--- src/rtl/decoder_rr_arbiter.sv ---
// Round-robin arbiter for one 3-to-8 decoded resource shared by eight requesters.
// Holds the grant while the owner keeps requesting, bounded by MAX_HOLD cycles.
module decoder_rr_arbiter #(
  parameter int MAX_HOLD = 16,
  parameter int CNT_W    = 5
) (
  input  logic       clk,
  input  logic       rst_n,
  input  logic       en,
  input  logic [7:0] req,
  output logic [7:0] gnt,
  output logic [2:0] gnt_idx,
  output logic       gnt_vld,
  output logic       preempt
);

  typedef enum logic {IDLE, GRANT} state_t;

  localparam logic [CNT_W-1:0] LAST =
    CNT_W'(MAX_HOLD > 0 ? MAX_HOLD - 1 : 0);

  state_t           state, state_d;
  logic [7:0]       gnt_d;
  logic [2:0]       idx_d;
  logic             vld_d;
  logic             pre_d;
  logic [2:0]       ptr, ptr_d;
  logic [CNT_W-1:0] cnt, cnt_d;

  logic       found;
  logic [2:0] win;
  logic [2:0] cand;
  logic       hit;
  logic       own_req;

  // first set request scanning from ptr upward, modulo 8
  always_comb begin
    win   = ptr;
    found = 1'b0;
    cand  = ptr;
    for (int k = 0; k < 8; k++) begin
      cand = ptr + 3'(k);
      if (!found && req[cand]) begin
        win   = cand;
        found = 1'b1;
      end
    end
  end

  assign hit     = (MAX_HOLD != 0) && (cnt == LAST);
  assign own_req = req[gnt_idx];

  always_comb begin
    state_d = state;
    gnt_d   = gnt;
    idx_d   = gnt_idx;
    vld_d   = gnt_vld;
    pre_d   = 1'b0;
    ptr_d   = ptr;
    cnt_d   = cnt;
    unique case (state)
      IDLE: begin
        gnt_d = 8'h00;
        vld_d = 1'b0;
        if (en && found) begin
          state_d = GRANT;
          gnt_d   = 8'b1 << win;
          idx_d   = win;
          vld_d   = 1'b1;
          cnt_d   = '0;
        end
      end
      GRANT: begin
        cnt_d = cnt + 1'b1;
        if (!en || !own_req || hit) begin
          state_d = IDLE;
          gnt_d   = 8'h00;
          vld_d   = 1'b0;
          ptr_d   = gnt_idx + 3'd1;
          // a normal release or disable in the limit cycle is not a preemption
          pre_d   = en && own_req;
        end
      end
    endcase
  end

  always_ff @(posedge clk or negedge rst_n) begin
    if (!rst_n) begin
      state   <= IDLE;
      gnt     <= 8'h00;
      gnt_idx <= 3'd0;
      gnt_vld <= 1'b0;
      preempt <= 1'b0;
      ptr     <= 3'd0;
      cnt     <= '0;
    end else begin
      state   <= state_d;
      gnt     <= gnt_d;
      gnt_idx <= idx_d;
      gnt_vld <= vld_d;
      preempt <= pre_d;
      ptr     <= ptr_d;
      cnt     <= cnt_d;
    end
  end

endmodule

--- config.mk ---
export PLATFORM = sky130hd
export DESIGN_NAME = decoder_rr_arbiter
export DESIGN_NICKNAME = d
export VERILOG_FILES = /design/src/rtl/decoder_rr_arbiter.sv
export SDC_FILE = /design/constraint.sdc
export NUM_CORES = 1
export LEC_CHECK = 0
export ABC_CLOCK_PERIOD_IN_PS = 3750
export BUFFER_PORTS_ARGS = -buffer_cell sky130_fd_sc_hd__buf_4
export CAP_MARGIN = 30
export CORE_MARGIN = 5
export CORE_UTILIZATION = 55
export CTS_BUF_LIST = sky130_fd_sc_hd__clkbuf_16
export CTS_CLUSTER_DIAMETER = 30
export CTS_CLUSTER_SIZE = 10
export DETAILED_ROUTE_END_ITERATION = 7
export HOLD_SLACK_MARGIN = 0.08
export PLACE_DENSITY = 0.76
export SLEW_MARGIN = 5
export SYNTH_ARGS = -nofsm -noshare
export SYNTH_HDL_FRONTEND = slang
export SYNTH_SLANG_ARGS = --single-unit
--- constraint.sdc ---
create_clock -name clk -period 3.75 [get_ports clk]
set_input_delay 0.375 -clock clk [delete_from_list [all_inputs] [get_ports clk]]
set_output_delay 0.375 -clock clk [all_outputs]
set_load 0.05 [all_outputs]
==> flow_summary.toml, run 1 <==
[status]
status = "completed"

[worst_setup_path]
r2r-end = "gnt[3]"
cp.required_ns = 3.90
cp_slowest_cell = "mux4_1"
reg2reg_depth = 9
arrival_ns = 3.66
critical_path.max_fanout = 12
slowest_delay_ns = 0.68
crit_type = "flip-flop to flip-flop"
timing.rr.start = "ptr[0]"
timing.critical_path.buf_inv = 1
r2r_setup_slack_ns = 0.24
cp-start-kind = "flip-flop"
cp-end-kind = "flip-flop"
path_delay_family = "multiplexers"
crit_chain = "inv_1 > ha_1 > mux4_1 > mux2i_1 > o311a_4 > a2111oi_4 > o21a_1 > or4_4 > o31ai_1"

[synthesis]
seq_area_frac_synth = 0.287
synthCells = 181
synth-edff-count = 0
synthDistinctLibCells = 51
synth.net_count = 197
yosys_warnings = 0
synthFlopType = "dfrtp_1"
syn_area_um2 = 1920
syn_avg_cell_area_um2 = 10.6
synth_seq_cells = 22
async_reset_ff_frac = 1.00

[timing]
tightest_slew_ns = 0.812
rsz0062_at_grt = "no"
report.final.setup_viol = 0
finalSetupTns_ns = 0
timing.final.ws_setup_ns = 0.240
fin_skew_ns = 0.00176
max_freq_mhz = 285
fin_crit_sh = 0.936
period_needed_ns = 3.51
hold_viol = 0
finalMaxSlewViolations = 0
slew_headroom = 0.455

[placement]
place_congestion = 0.994
preCtsSetupSlack_ns = 0.265
portBuffers = 23
hpwlAfterDp_mm = 3.53
dp_cells = 246

[drt]
drtAntennaViolNets = 0
drcViolationCount = 0
drt_iter0_drc = 175
routed-via-count = 1652
drt_wl_total_mm = 4.75
post_drt_wl_per_cell_um = 18.9
drt-vias-per-instance = 6.58
dr.pass1.iters = 5

[cells_and_area]
stdcell_count = 251
nFillCells = 283
final_cell_mix = "26 x buf_4, 25 x nand2_1, 22 x dfrtp_1"
drive_above_1_share = 0.239
area_growth_pct = 17.2
mostFrequentLayoutCell = "buf_4"
multi_input_comb_area_um2 = 1310
num-nets-final = 222
post-route-util = 0.669
diodes = 0
register_area_um2 = 551

[die]
core_um2 = 3360
io_pins = 24
start_util = 0.571
dieWidth_um = 69.1
die_y_um = 69.1
rows = 21
die-area_um2 = 4770

[clock_network]
clock-sinks = 22
cts_inserted_buffers = 3
h-tree-depth = 1
clockBufferDepth = 2
insertion_delay_ns = 0.25
clk_pin_slew_ns = 0.06
post_cts_buffers = 0
cts_tree = "done"
cts_root_buf = "clkbuf_16"
cts-resized-gates = 0

[hold_path]
min_from = "gnt_vld"
min_to = "gnt_vld"
hold_depth = 1
min_path_type = "flip-flop to flip-flop"

[grt]
antenna_found_initial = 0
grt-ovfl-total = 0
grt_max_degree = 23
track_usage = 0.201
grt_pass1_wl_mm = 7.96
grt_pass1_vias = 1592

[run]
drv_cap = 0
==> logic make-up after synthesis <==
| logic type | Yosys count | synth area share |
|---|---|---|
| buf+inv | 13 | 0.0313 |
| mux | 28 | 0.260 |
| flops | 22 | 0.287 |
| simple gates | 56 | 0.146 |
| fa+ha+maj | 5 | 0.0326 |
| compound gates | 49 | 0.207 |
| xor+xnor | 8 | 0.0365 |
==> routing by layer <==
layer / GRT usage / vias up / wire length (µm)
li1: - / 756 / -
met1: 0.281 / 784 / 1960
met2: 0.314 / 100 / 2270
met3: 0.0451 / 12 / 429
met4: 0.0586 / 0 / 93
met5: 0 / - / 0
==> worst max path at each step <==
stage | start | to | slack [ns] | cells after the start
finish | ptr[0] | gnt[3] | 0.24 | 9
global route | ptr[0] | gnt[0] | 0.01 | 9
CTS | ptr[0] | gnt[3] | 0.25 | 9
detailed placement | ptr[0] | gnt[3] | 0.27 | 9
global placement | ptr[0] | gnt[1] | 0.39 | 9
floorplan | ptr[0] | gnt[1] | 0.39 | 11
==> layout make-up <==
type                    count  share of cell area
multi-input cells         146               0.582
clock inverters             1              0.0133
inverters                   6              0.0100
flip-flops and latches     22               0.245
repair buffers             27              0.0912
clock buffers               3              0.0334
well taps                  46              0.0256
==> per-stage QoR <==
step,instance area (µm²),hold slack (ns)
6_report,2250,0.481
4_1_cts,2250,0.484
5_1_grt,2250,0.502
2_1_floorplan,1920,0.0794
3_3_place_gp,2130,0.267
3_5_place_dp,2130,0.279
==> Yosys cell counts (3+ instances only) <==
library cell,instances,area share
nand2_1,25,0.049
dfrtp_1,22,0.29
o21ai_0,12,0.031
mux2i_1,9,0.047
o31ai_1,8,0.031
mux4_1,7,0.096
mux4_2,7,0.082
inv_1,6,0.012
nand3_1,6,0.016
nor2_1,6,0.012
a21oi_1,5,0.013
ha_1,5,0.033
mux2_2,4,0.023
xnor2_1,4,0.018
xor2_1,4,0.018
buf_2,3,0.0078
clkbuf_1,3,0.0059
==> registers in the layout (all words and copies together) (netlist names) <==
name / count
ptr: 3
cnt: 5
gnt: 8
preempt: 1
state: 1
gnt_vld: 1
gnt_idx: 3
==> repair_timing <==
item	4_1_cts	5_1_grt
endpoints found under the setup margin	0	0
endpoints found under the hold margin	22	0
hold buffers	1	0
Power of run 1 is left out: the tool's default activity adds up to more than one toggle a clock period on the data nets, which glitch-free logic cannot reach.
==> run 2, diff against run 1 <==
--- a/config.mk
+++ b/config.mk
@@ -5,7 +5,7 @@
 export SDC_FILE = /design/constraint.sdc
 export NUM_CORES = 1
 export LEC_CHECK = 0
-export ABC_CLOCK_PERIOD_IN_PS = 3750
+export ABC_CLOCK_PERIOD_IN_PS = 3800
 export BUFFER_PORTS_ARGS = -buffer_cell sky130_fd_sc_hd__buf_4
 export CAP_MARGIN = 30
 export CORE_MARGIN = 5
==> constraint.sdc (replaced) <==
create_clock -name clk -period 3.8 [get_ports clk]
set_input_delay 0.38 -clock clk [delete_from_list [all_inputs] [get_ports clk]]
set_output_delay 0.38 -clock clk [all_outputs]
set_load 0.05 [all_outputs]
==> flow_summary.toml, run 2 (same netlist as run 1, synthesis figures left out) <==
[drt]
dr.pass1.iters = 4
post_drt_wl_per_cell_um = 18.3
routed-via-count = 1637
drt_wl_total_mm = 4.59
drtAntennaViolNets = 0
drcViolationCount = 0
drt_iter0_drc = 146
drt-vias-per-instance = 6.52

[die]
start_util = 0.571
die_y_um = 69.1
core_um2 = 3360
rows = 21
dieWidth_um = 69.1
die-area_um2 = 4770
io_pins = 24

[cells_and_area]
post-route-util = 0.669
num-nets-final = 222
top_register = "gnt"
area_growth_pct = 17.2
nFillCells = 265
mostFrequentLayoutCell = "buf_4"
largest_register_ffs = 8
drive_above_1_share = 0.239
largest_registers = "gnt x8, cnt x5"
final_cell_mix = "26 x buf_4, 25 x nand2_1, 22 x dfrtp_1"
diodes = 0

[worst_setup_path]
crit_type = "flip-flop to flip-flop"
slowest_delay_ns = 0.60
timing.critical_path.buf_inv = 1
cp-end-kind = "flip-flop"
reg2reg_depth = 9
cp-start-kind = "flip-flop"
critical_path.max_fanout = 12
cp.required_ns = 3.92
path_delay_family = "compound AO/OA/AOI/OAI gates"
timing.rr.start = "ptr[0]"
cp_slowest_cell = "ha_1"
r2r_setup_slack_ns = 0.34
crit_chain = "inv_1 > ha_1 > mux4_2 > mux2i_1 > a22oi_1 > nor2_1 > nand3_1 > o32ai_1 > o31ai_1"
arrival_ns = 3.58
r2r-end = "gnt[1]"

[grt]
grt_pass1_vias = 1600
track_usage = 0.192
grt-ovfl-total = 0
grt_pass1_wl_mm = 7.57
antenna_found_initial = 0
grt_max_degree = 23

[clock_network]
clk_pin_slew_ns = 0.06
post_cts_buffers = 0
h-tree-depth = 1
insertion_delay_ns = 0.26
clockBufferDepth = 2
cts_root_buf = "clkbuf_16"
cts_inserted_buffers = 3
cts_tree = "done"
clock-sinks = 22

[timing]
finalMaxSlewViolations = 0
finalSetupTns_ns = 0
max_freq_mhz = 289
period_needed_ns = 3.46
hold_viol = 0
fin_skew_ns = 0.00369
tightest_slew_ns = 0.771
timing.final.ws_setup_ns = 0.341
slew_headroom = 0.482
fin_crit_sh = 0.910
rsz0062_at_grt = "no"
report.final.setup_viol = 0

[hold_path]
min_to = "gnt[5]"
hold_depth = 2
min_from = "gnt[5]"
min_path_type = "flip-flop to flip-flop"

[placement]
hpwlAfterDp_mm = 3.48
place_congestion = 0.994
portBuffers = 23
preCtsSetupSlack_ns = 0.393

[status]
status = "completed"

[run]
drv_cap = 0
run 2: cell counts in the layout (fill, tap and decap cells not counted):
No cell type changed its count.
run 2: repair_timing:
| item | 4_1_cts | 5_1_grt |
|---|---|---|
| hold endpoints to repair | 22 | 0 |
| hold buffers | 1 | 0 |
| gates resized for setup | 0 | 0 |
run 2: cell type report:
class | count | area [µm²] | area share
tap | 46 | 57.6 | 0.0256
inverter | 6 | 22.5 | 0.0100
multi-input combinational | 146 | 1310 | 0.582
timing repair buffer | 27 | 205 | 0.0912
clock inverter | 1 | 30.0 | 0.0133
clock buffer | 3 | 75.1 | 0.0334
sequential | 22 | 551 | 0.245
run 2: layer usage:
layer	global-route usage	share of wire	vias up
met5	0	0	-
met4	0.0846	0.027	0
met3	0.0494	0.067	12
met2	0.314	0.48	65
met1	0.240	0.43	803
li1	-	-	757
run 2: how the worst max path moves through the flow:
stage,endpoint,cells past startpoint,from,slack [ns]
CTS,gnt[1],9,ptr[0],0.35
floorplan,gnt[1],11,ptr[0],0.44
detailed placement,gnt[4],9,ptr[0],0.39
finish,gnt[1],9,ptr[0],0.34
global route,gnt[0],9,ptr[0],0.05
global placement,gnt[1],9,ptr[0],0.45
run 2: through the flow:
step,instances,cell area (µm²),hold slack [ns]
detailed placement,246,2130,0.285
global placement,246,2130,0.273
floorplan,181,1920,0.0844
CTS,251,2250,0.494
global route,251,2250,0.505
finish,251,2250,0.497
run 2: worst min-delay path, cell delays in order (launching register included):
cell and delay (ns):
dfrtp_1 0.35, nand2_1 0.05, o31ai_1 0.05
Power of run 2 is left out for the same reason.
